===== src/rtl/mem_vector_reader.sv =====
// Streams L consecutive words from scratch memory, starting at xAddr, over a valid/ready port.
// A 2-entry skid buffer absorbs the one-cycle read latency so the stream can run at one word per cycle.
module mem_vector_reader #(
  parameter int DEPTH = 2,
  parameter int AW    = 11
) (
  input  logic          clk,
  input  logic          reset,
  input  logic          start,
  input  logic [AW-1:0] xAddr,
  input  logic [15:0]   L,
  input  logic [31:0]   memIn,
  output logic [AW-1:0] memReadAddr,
  output logic [15:0]   addOutA,
  output logic [15:0]   addOutB,
  input  logic [15:0]   addIn,
  output logic [31:0]   dataOut,
  output logic          dataValid,
  input  logic          dataReady,
  output logic          dataLast,
  output logic          busy,
  output logic          done
);

  localparam int DATA_W = 32;

  typedef enum logic [1:0] {IDLE, READ, DRAIN, DONE} state_t;

  state_t              state, state_next;
  logic [AW-1:0]       base_reg;
  logic [15:0]         len_reg;
  logic [15:0]         rd_idx;
  logic [15:0]         out_idx;
  logic [AW-1:0]       addr_hold;
  logic [15:0]         opa_hold;
  logic [15:0]         opb_hold;
  logic [AW-1:0]       addr_p0;
  logic                issue_p0;
  logic                vld_p1;
  logic [DATA_W-1:0]   skid_q [DEPTH];
  logic                wr_ptr;
  logic                rd_ptr;
  logic [1:0]          occ;
  logic [2:0]          pending;
  logic                pop;
  logic                head_last;

  assign dataValid = (occ != 2'd0);
  assign pop       = dataValid && dataReady;
  assign head_last = (out_idx == len_reg - 16'd1);
  assign dataLast  = dataValid && head_last;
  assign dataOut   = dataValid ? skid_q[rd_ptr] : '0;

  // A beat popping this cycle frees its slot, which keeps back-to-back reads going at full rate.
  assign pending  = {1'b0, occ} + {2'b0, vld_p1} - {2'b0, pop};
  assign issue_p0 = (state == READ) && (pending < 3'(DEPTH));
  assign addr_p0  = base_reg + rd_idx[AW-1:0];

  assign memReadAddr = issue_p0 ? addr_p0 : addr_hold;
  assign addOutA     = issue_p0 ? rd_idx  : opa_hold;
  assign addOutB     = issue_p0 ? 16'd1   : opb_hold;

  always_ff @(posedge clk or negedge reset) begin
    if (!reset) begin
      state <= IDLE;
    end else begin
      state <= state_next;
    end
  end

  always_comb begin
    state_next = state;
    busy       = 1'b0;
    done       = 1'b0;
    case (state)
      IDLE: begin
        if (start) begin
          state_next = (L == 16'd0) ? DONE : READ;
        end
      end
      READ: begin
        busy = 1'b1;
        if (issue_p0 && (addIn == len_reg)) begin
          state_next = DRAIN;
        end
      end
      DRAIN: begin
        busy = 1'b1;
        if (pop && head_last) begin
          state_next = DONE;
        end
      end
      DONE: begin
        done       = 1'b1;
        state_next = IDLE;
      end
      default: state_next = IDLE;
    endcase
  end

  // p0: read issue, index advance through the shared adder
  always_ff @(posedge clk or negedge reset) begin
    if (!reset) begin
      base_reg  <= '0;
      len_reg   <= '0;
      rd_idx    <= '0;
      addr_hold <= '0;
      opa_hold  <= '0;
      opb_hold  <= '0;
      vld_p1    <= 1'b0;
    end else begin
      vld_p1 <= issue_p0;
      if (state == IDLE && start) begin
        base_reg <= xAddr;
        len_reg  <= L;
        rd_idx   <= '0;
      end
      if (issue_p0) begin
        rd_idx    <= addIn;
        addr_hold <= addr_p0;
        opa_hold  <= rd_idx;
        opb_hold  <= 16'd1;
      end
    end
  end

  // p1: returning word lands in the skid buffer; head pops on each beat
  always_ff @(posedge clk or negedge reset) begin
    if (!reset) begin
      wr_ptr  <= 1'b0;
      rd_ptr  <= 1'b0;
      occ     <= 2'd0;
      out_idx <= '0;
    end else begin
      if (vld_p1) begin
        wr_ptr <= ~wr_ptr;
      end
      if (pop) begin
        rd_ptr  <= ~rd_ptr;
        out_idx <= out_idx + 16'd1;
      end
      if (state == IDLE && start) begin
        out_idx <= '0;
      end
      occ <= occ + {1'b0, vld_p1} - {1'b0, pop};
    end
  end

  always_ff @(posedge clk) begin
    if (vld_p1) begin
      skid_q[wr_ptr] <= memIn;
    end
  end

endmodule


===== config.mk =====
export PLATFORM = sky130hd
export DESIGN_NAME = mem_vector_reader
export DESIGN_NICKNAME = d
export VERILOG_FILES = /design/src/rtl/mem_vector_reader.sv
export SDC_FILE = /design/constraint.sdc
export NUM_CORES = 1
export LEC_CHECK = 0
export CORE_MARGIN = 3
export CORE_UTILIZATION = 50
export CTS_CLUSTER_SIZE = 25
export DETAILED_ROUTE_END_ITERATION = 12
export PLACE_DENSITY = 0.84
export SETUP_SLACK_MARGIN = 0.3
export SYNTH_ARGS = -nofsm -noshare
export SYNTH_HDL_FRONTEND = slang
export SYNTH_SLANG_ARGS = --single-unit

===== constraint.sdc =====
create_clock -name clk -period 4.5 [get_ports clk]
set_clock_uncertainty 0.05 [all_clocks]
set_input_delay 0.9 -clock clk [delete_from_list [all_inputs] [get_ports clk]]
set_output_delay 0.9 -clock clk [all_outputs]
set_load 0.005 [all_outputs]

==> flow_metrics.env, run 1 <==
export IMPL_clk_latency_ps=430
export IMPL_grt_usage=0.230
export IMPL_synth_cell_type_count=56
export IMPL_antenna_cells=0
export IMPL_yosysSeqAreaShare=0.578
export IMPL_multi_input_area_um2=3350
export IMPL_synth_cell_area_um2=8040
export IMPL_seq_area_um2=4650
export IMPL_period_share=0.930
export IMPL_dp_slack_ps=-317
export IMPL_grt_overflow=0
export IMPL_cts_clk_slew_worst_paths_ps=70
export IMPL_drive_above_1_share=0.181
export IMPL_setup_slack_ps=317
export IMPL_rows=45
export IMPL_fillers=1071
export IMPL_final_antenna_net_count=0
export IMPL_clock_sinks=173
export IMPL_rsz0062_at_grt="true"
export IMPL_cts_buffer_depth=2
export IMPL_routabilityCongestion=0.859
export IMPL_slew_viol_final=0
export IMPL_drv_cap=0
export IMPL_area_growth_pct=37.1
export IMPL_io_buffers=157
export IMPL_hold_buffers=0
export IMPL_setup_worst_path_start="len_reg[6]$_DFFE_PN0P_"
export IMPL_vias=6444
export IMPL_syn_avg_cell_area_um2=10.6
export IMPL_clock_tree_root_cell="clkbuf_16"
export IMPL_timing_rr_start="occ[1]$_DFF_PN0_"
export IMPL_period_needed_ps=4180
export IMPL_initial_core_util=0.519
export IMPL_cp_start_kind="register"
export IMPL_grt_pass1_vias=6422
export IMPL_total_power_w=0.00426
export IMPL_numCtsBuffers=17
export IMPL_synth_nets=856
export IMPL_grt_pass1_wl_mm=32.3
export IMPL_crit_arrival_ps=3230
export IMPL_antenna_found_initial=0
export IMPL_dr_pass1_iters=7
export IMPL_top_register="skid_q"
export IMPL_async_flop_share=0.630
export IMPL_crit_required_ps=3550
export IMPL_synth_ff_latch_count=173
export IMPL_hold_viol=0
export IMPL_fin_nets=1049
export IMPL_htreeDepth=4
export IMPL_p_leak_nw=5.01
export IMPL_synth_flop_cell="dfrtp_1"
export IMPL_fmax_mhz=239
export IMPL_viasPerCell=5.49
export IMPL_grt_max_degree=52
export IMPL_dpl_hpwl_mm=13.8
export IMPL_min_path_type="reg -> reg"
export IMPL_finish_utilization=0.712
export IMPL_synth_cells=756
export IMPL_crit_path_end_kind="primary output"
export IMPL_outcome="finished, final reports clean"
export IMPL_maxSlewHeadroom=0.339
export IMPL_ir_drop_uv=284
export IMPL_hold_depth=2
export IMPL_whs_ps=417
export IMPL_tightest_slew_ps=991
export IMPL_ys_warnings_count=0
export IMPL_path_class="reg -> out"
export IMPL_largest_register_ffs=64
export IMPL_setup_violations=0
export IMPL_cp_endpoint="dataLast"
export IMPL_rr_worst_depth=13
export IMPL_drt_iter0_markers=533
export IMPL_coreArea_um2=15500
export IMPL_drcViolationCount=0
export IMPL_routedWlPerCell_um=17.5
export IMPL_die_area_um2=17600
export IMPL_ios=158
export IMPL_r2r_setup_slack_ps=1160
export IMPL_path_max_fanout=6
export IMPL_r2r_end="state[1]$_DFFE_PN0P_"
export IMPL_dieHeight_um=133
export IMPL_die_w_um=133
export IMPL_synth_edff_count=64
export IMPL_power_density_nw_per_um2=387
export IMPL_wl_mm=20.6
export IMPL_cts_tree="done"
==> report_power, final <==
| part | total, W | switching, W | internal [W] |
|---|---|---|---|
| combinational | 0.000848 | 0.000339 | 0.000508 |
| sequential | 0.00180 | 0.000126 | 0.00168 |
| clock | 0.00162 | 0.000622 | 0.000994 |
==> kinds of logic after synthesis <==
group | after synthesis | share of synthesized area
adder cells (fa/ha/maj) | 21 | 0.0345
XOR/XNOR | 54 | 0.0588
buffers and inverters | 58 | 0.0286
AO/OA/AOI/OAI | 69 | 0.0582
flip-flops | 173 | 0.578
multiplexers | 34 | 0.0423
AND/OR/NAND/NOR | 347 | 0.199
==> Yosys cell counts, drive strengths merged (19+ instances only) <==
| cell | number | area share |
|---|---|---|
| nand2 | 178 | 0.083 |
| ha | 19 | 0.030 |
| o21ai | 26 | 0.016 |
| nor2 | 59 | 0.028 |
| xor2 | 32 | 0.035 |
| nand3 | 23 | 0.014 |
| edfxtp | 64 | 0.24 |
| inv | 19 | 0.0089 |
| clkbuf | 35 | 0.016 |
| xnor2 | 22 | 0.024 |
| and2 | 19 | 0.015 |
| dfrtp | 109 | 0.34 |
| mux2i | 34 | 0.042 |
==> worst min path at each step <==
stage	startpoint	endpoint	slack (ps)
floorplan	base_reg[0]$_DFFE_PN0P_	base_reg[0]$_DFFE_PN0P_	400
global placement	opa_hold[15]$_DFF_PN0_	opa_hold[15]$_DFF_PN0_	400
detailed placement	opb_hold[0]$_DFF_PN0_	opb_hold[0]$_DFF_PN0_	410
CTS	opa_hold[1]$_DFF_PN0_	opa_hold[1]$_DFF_PN0_	420
global route	addr_hold[0]$_DFF_PN0_	addr_hold[0]$_DFF_PN0_	430
finish	opa_hold[11]$_DFF_PN0_	opa_hold[11]$_DFF_PN0_	420
==> layer usage <==
metal	vias to the layer above	global-route usage	share of wire
li1	2971	-	-
met1	3143	0.308	0.43
met2	281	0.368	0.48
met3	49	0.0498	0.062
met4	0	0.0889	0.029
met5	-	0	0
==> through the flow <==
stage	instances	cell area [um^2]	TNS, ps
after floorplan	756	8040	0
after global placement	1117	9970	-8370
after detailed placement	1117	9970	-9710
after CTS	1163	10900	0
after global routing	1173	11000	0
final	1173	11000	0
==> worst max-delay path: stages, from the launching register on <==
cell and delay [ps]:
dfrtp_1 500, nor3_4 310, nand3b_1 270, nor4b_2 390, nor2_1 80, nor3_1 200
o21ai_0 150, nor4_2 240, buf_4 160, clkdlybuf4s50_1 500
==> cell type report <==
type / count / share of cell area
Clock buffer: 17 / 0.0386
Tap cell: 211 / 0.0240
Inverter: 20 / 0.00727
Sequential cell: 173 / 0.422
Clock inverter: 15 / 0.0213
Multi-Input combinational cell: 525 / 0.304
Timing Repair Buffer: 212 / 0.183
==> placed cells by master (no fill, tap or decap), types with 22 or more instances in the layout <==
cell type        count
nand2_1            172
clkdlybuf4s50_1    112
xor2_1              32
mux2i_1             33
dfrtp_1            105
edfxtp_1            64
buf_4               44
nor2_1              57
xnor2_1             22
nand3_1             23
==> repair_timing <==
item                                    CTS  global route
resized for setup                       155            36
buffers inserted                         12             9
cloned                                    2             1
pin swaps                                 8            18
endpoints found under the setup margin   44            38
(Power assumes the default switching activity.)
==> inputs of run 2 (changes only) <==
Settings changed: ABC_CLOCK_PERIOD_IN_PS set to 4500, GPL_ROUTABILITY_DRIVEN set to 0, TNS_END_PERCENT set to 5.
==> flow_metrics.env, run 2 (synthesis gave the netlist of run 1 again) <==
export IMPL_dp_cells=1117
export IMPL_slowest_delay_ps=500
export IMPL_wl_met1_mm=8.56
export IMPL_grt_overflow=0
export IMPL_tightest_slew_ps=991
export IMPL_final_common_cell="nand2_1"
export IMPL_cp_start_kind="register"
export IMPL_fmax_mhz=238
export IMPL_drt_iter0_markers=718
export IMPL_outcome="finished, final reports clean"
export IMPL_period_needed_ps=4200
export IMPL_period_share=0.933
export IMPL_whs_ps=420
export IMPL_htreeDepth=4
export IMPL_top_register="skid_q"
export IMPL_antenna_found_initial=0
export IMPL_dieHeight_um=133
export IMPL_hold_viol=0
export IMPL_dpl_hpwl_mm=13.8
export IMPL_p_leak_nw=5.00
export IMPL_drive_above_1_share=0.160
export IMPL_clk_latency_ps=430
export IMPL_dr_pass1_iters=7
export IMPL_fillers=1080
export IMPL_viasPerCell=5.50
export IMPL_grt_usage=0.229
export IMPL_die_area_um2=17600
export IMPL_clock_sinks=173
export IMPL_setup_violations=0
export IMPL_rows=45
export IMPL_path_cells="nor3_4 -> nand3b_1 -> nor4b_2 -> nor2_1 -> nor3_1 -> o21ai_0 -> nor4_1 -> buf_4 -> clkdlybuf4s50_1"
export IMPL_ir_drop_uv=285
export IMPL_antenna_cells=0
export IMPL_hold_buffers=0
export IMPL_crit_required_ps=3550
export IMPL_initial_core_util=0.519
export IMPL_routed_top_layer="met4"
export IMPL_min_path_type="reg -> reg"
export IMPL_clock_tree_root_cell="clkbuf_16"
export IMPL_slew_viol_final=0
export IMPL_numCtsBuffers=17
export IMPL_area_growth_pct=36.3
export IMPL_coreArea_um2=15500
export IMPL_cts_clk_slew_worst_paths_ps=70
export IMPL_grt_max_degree=52
export IMPL_crit_path_end_kind="primary output"
export IMPL_routedWlPerCell_um=17.4
export IMPL_slowest_stage="dfrtp_1"
export IMPL_drcViolationCount=0
export IMPL_met3_length_mm=1.38
export IMPL_vias=6444
export IMPL_path_class="reg -> out"
export IMPL_fin_nets=1047
export IMPL_cts_buffer_depth=2
export IMPL_wl_mm=20.4
export IMPL_ios=158
export IMPL_io_buffers=157
export IMPL_path_max_fanout=6
export IMPL_final_antenna_net_count=0
export IMPL_rsz0062_at_grt="true"
export IMPL_dr_wl_met2_mm=9.88
export IMPL_largest_register_ffs=64
export IMPL_power_density_nw_per_um2=389
export IMPL_maxSlewHeadroom=0.340
export IMPL_grt_pass1_vias=6389
export IMPL_die_w_um=133
export IMPL_grt_pass1_wl_mm=32.2
export IMPL_final_cells=1171
export IMPL_cts_tree="done"
export IMPL_mostFrequentLayoutCells="177 x nand2_1, 112 x clkdlybuf4s50_1, 105 x dfrtp_1"
export IMPL_drv_cap=0
export IMPL_crit_arrival_ps=3250
-- run 2: cell types whose count changed in the layout (fill, tap and decap cells not counted), moves of 2 or more --
cell / before / now
clkbuf_2: 9 / 3
clkdlybuf4s15_1: 10 / 12
nand2_1: 172 / 177
dlygate4sd2_1: 11 / 15
nand2_2: 6 / 1
and2_1: 6 / 11
and2_4: 13 / 8
buf_6: 7 / 3
nor4_2: 2 / 0
buf_2: 9 / 12
nor4_1: 9 / 11
-- run 2: worst paths after layout --
kind	from	endpoint	slack, ps	cells after the start
worst max register to register	occ[1]$_DFF_PN0_	state[1]$_DFFE_PN0P_	1150	13
worst min-delay path	opa_hold[1]$_DFF_PN0_	opa_hold[1]$_DFF_PN0_	420	2
worst max-delay path	len_reg[5]$_DFFE_PN0P_	dataLast	300	9
max in group asynchronous	reset	opb_hold[6]$_DFF_PN0_	3100	2
worst min register to register	opa_hold[1]$_DFF_PN0_	opa_hold[1]$_DFF_PN0_	420	2
min in group asynchronous	reset	addr_hold[5]$_DFF_PN0_	440	1
-- run 2: where the power goes --
part           internal, W  switching, W
registers          0.00168      0.000127
clock network     0.000994      0.000622
logic             0.000509      0.000336
total              0.00318       0.00108
-- run 2: layout make-up --
class,instances,area [um^2],share of cell area
Clock buffer,17,425,0.0388
Timing Repair Buffer,210,1990,0.182
Sequential cell,173,4650,0.425
Inverter,20,80.1,0.00731
Tap cell,211,264,0.0241
Clock inverter,15,235,0.0215
Multi-Input combinational cell,525,3310,0.302
-- run 2: worst max-delay path: cells and delay by family (launching register included) --
family                 cells  cell delay [ps]
AND/OR/NAND/NOR            6             1510
buffers and inverters      2              670
flip-flops                 1              500
AO/OA/AOI/OAI              1              120
-- run 2: metrics by stage --
| stage | area [um^2] | util | power (W) | setup slack, ps | setup TNS (ps) |
|---|---|---|---|---|---|
| after floorplan | 8040 | - | 0.00218 | 412 | 0 |
| after global placement | 9970 | 0.644 | 0.00262 | -294 | -8370 |
| after detailed placement | 9970 | 0.644 | 0.00264 | -317 | -9710 |
| after CTS | 10900 | 0.702 | 0.00427 | 228 | 0 |
| after global routing | 11000 | 0.708 | 0.00445 | 172 | 0 |
| final | 11000 | 0.708 | 0.00426 | 301 | 0 |
-- run 2: per-layer routing --
layer,GRT usage,vias up
li1,-,2971
met1,0.307,3145
met2,0.368,273
met3,0.0471,55
met4,0.0855,0
met5,0,-
-- run 2: timing repair --
action	4_1_cts	5_1_grt
pin swaps	8	8
setup endpoints to repair	44	40
setup buffers	11	9
gates resized for setup	149	14
endpoints found under the hold margin	0	0
cloned	2	0
==> inputs of run 3 (changes only) <==
Settings changed: ABC_CLOCK_PERIOD_IN_PS 4500 to 5100, CTS_CLUSTER_SIZE 25 to not set, SKIP_LAST_GASP set to 1.
Clock period 4.5 ns to 5.1 ns, I/O delays scaled along.
==> flow_metrics.env, run 3 (synthesis gave the netlist of run 1 again) <==
export IMPL_min_path_type="reg -> reg"
export IMPL_rsz0062_at_grt="true"
export IMPL_dieHeight_um=133
export IMPL_htreeDepth=4
export IMPL_vias=6125
export IMPL_grt_pass1_vias=6066
export IMPL_dr_pass1_iters=5
export IMPL_dp_slack_ps=3.80
export IMPL_met3_usage=0.0483
export IMPL_viasPerCell=5.40
export IMPL_multi_input_area_um2=3190
export IMPL_clk_latency_ps=430
export IMPL_seq_area_um2=4650
export IMPL_top_register="skid_q"
export IMPL_drt_iter0_markers=440
export IMPL_met1_usage=0.308
export IMPL_hold_buffers=0
export IMPL_largest_register_ffs=64
export IMPL_grt_max_degree=77
export IMPL_final_common_cell="nand2_1"
export IMPL_area_growth_pct=29.8
export IMPL_fmax_mhz=204
export IMPL_setup_slack_ps=194
export IMPL_ir_drop_uv=228
export IMPL_timing_rr_start="occ[1]$_DFF_PN0_"
export IMPL_mostFrequentLayoutCells="178 x nand2_1, 153 x clkdlybuf4s50_1, 108 x dfrtp_1"
export IMPL_tightest_slew_ps=994
export IMPL_slew_viol_final=0
export IMPL_dpl_hpwl_mm=13.6
export IMPL_holdCritStartpoint="addr_hold[3]$_DFF_PN0_"
export IMPL_initial_core_util=0.519
export IMPL_hold_viol=0
export IMPL_cts_tree="done"
export IMPL_path_class="in -> out"
export IMPL_io_buffers=157
export IMPL_crit_arrival_ps=3840
export IMPL_path_max_fanout=22
export IMPL_cp_start_kind="primary input"
export IMPL_crit_required_ps=4030
export IMPL_grt_pass1_wl_mm=31.0
export IMPL_tns_ps=0
export IMPL_rows=45
export IMPL_final_antenna_net_count=0
export IMPL_antenna_cells=0
export IMPL_period_share=0.962
export IMPL_grt_overflow=0
export IMPL_cts_clk_slew_worst_paths_ps=70
export IMPL_ios=158
export IMPL_antenna_found_initial=0
export IMPL_met2_usage=0.345
export IMPL_routedWlPerCell_um=17.0
export IMPL_power_density_nw_per_um2=332
export IMPL_p_leak_nw=4.62
export IMPL_die_area_um2=17600
export IMPL_wl_mm=19.3
export IMPL_maxSlewHeadroom=0.337
export IMPL_die_w_um=133
export IMPL_crit_path_end_kind="primary output"
export IMPL_grt_usage=0.221
export IMPL_coreArea_um2=15500
export IMPL_cts_buffer_depth=2
export IMPL_setup_worst_path_start="dataReady"
export IMPL_period_needed_ps=4910
export IMPL_setup_violations=0
export IMPL_numCtsBuffers=17
export IMPL_drcViolationCount=0
export IMPL_clock_tree_root_cell="clkbuf_16"
export IMPL_fin_nets=1011
export IMPL_fillers=1162
export IMPL_clock_sinks=173
export IMPL_busiest_layer="met2"
export IMPL_drv_cap=0
export IMPL_drive_above_1_share=0.0747
export IMPL_outcome="finished, final reports clean"
[run 3: changes by cell type in the layout (fill, tap and decap cells not counted), sizes merged, moves of 4 or more]
cell / delta
clkdlybuf4s50: +41
clkdlybuf4s15: -14
bufinv: -5
dlygate4sd2: -13
clkinvlp: +4
buf: -47
[run 3: repair_timing]
| action | CTS | global route |
|---|---|---|
| resized for setup | 19 | 5 |
| setup endpoints to repair | 44 | 43 |
| pin swaps | 1 | 1 |
| setup buffers | 2 | 0 |
[run 3: worst paths after layout]
kind	end	slack, ps	cells past startpoint
max	memReadAddr[6]	190	11
min	addr_hold[3]$_DFF_PN0_	420	2
max reg2reg	state[1]$_DFFE_PN0P_	1510	14
min reg2reg	addr_hold[3]$_DFF_PN0_	420	2
max in group asynchronous	opa_hold[10]$_DFF_PN0_	3290	2
min in group asynchronous	opa_hold[3]$_DFF_PN0_	690	1
[run 3: power by group]
part           internal, W  total (W)  leakage (nW)  switching, W
registers          0.00148    0.00159          2.04      0.000110
logic             0.000427   0.000712          2.34      0.000285
clock network     0.000620    0.00116         0.238      0.000539
[run 3: worst max-delay path, cell delays in order]
cell,delay [ps]
clkdlybuf4s50_1,400
and2_1,170
ha_1,280
inv_1,40
ha_1,180
fa_1,450
nand3b_1,250
buf_6,190
buf_12,150
o21ai_1,160
clkdlybuf4s50_1,530
[run 3: per-layer routing]
layer | part of all wire | vias up | routed length (um)
met2 | 0.48 | 215 | 9280
met3 | 0.064 | 27 | 1240
met4 | 0.017 | 0 | 331
met1 | 0.44 | 2987 | 8450
li1 | - | 2896 | -
met5 | 0 | - | 0
[run 3: layout make-up]
cell class,count,share of cell area
sequential,173,0.446
multi-input combinational,525,0.306
timing repair buffer,174,0.166
clock buffer,18,0.0411
tap,211,0.0253
clock inverter,14,0.00911
inverter,20,0.00732
[run 3: stage by stage]
step	std cells	hold slack, ps	total power, W	util	instance area [um^2]
after detailed placement	1101	408	0.00233	0.636	9850
final	1135	422	0.00346	0.674	10400
after global placement	1101	406	0.00231	0.636	9850
after global routing	1135	444	0.00362	0.674	10400
after floorplan	756	402	0.00192	-	8040
after CTS	1135	425	0.00350	0.672	10400
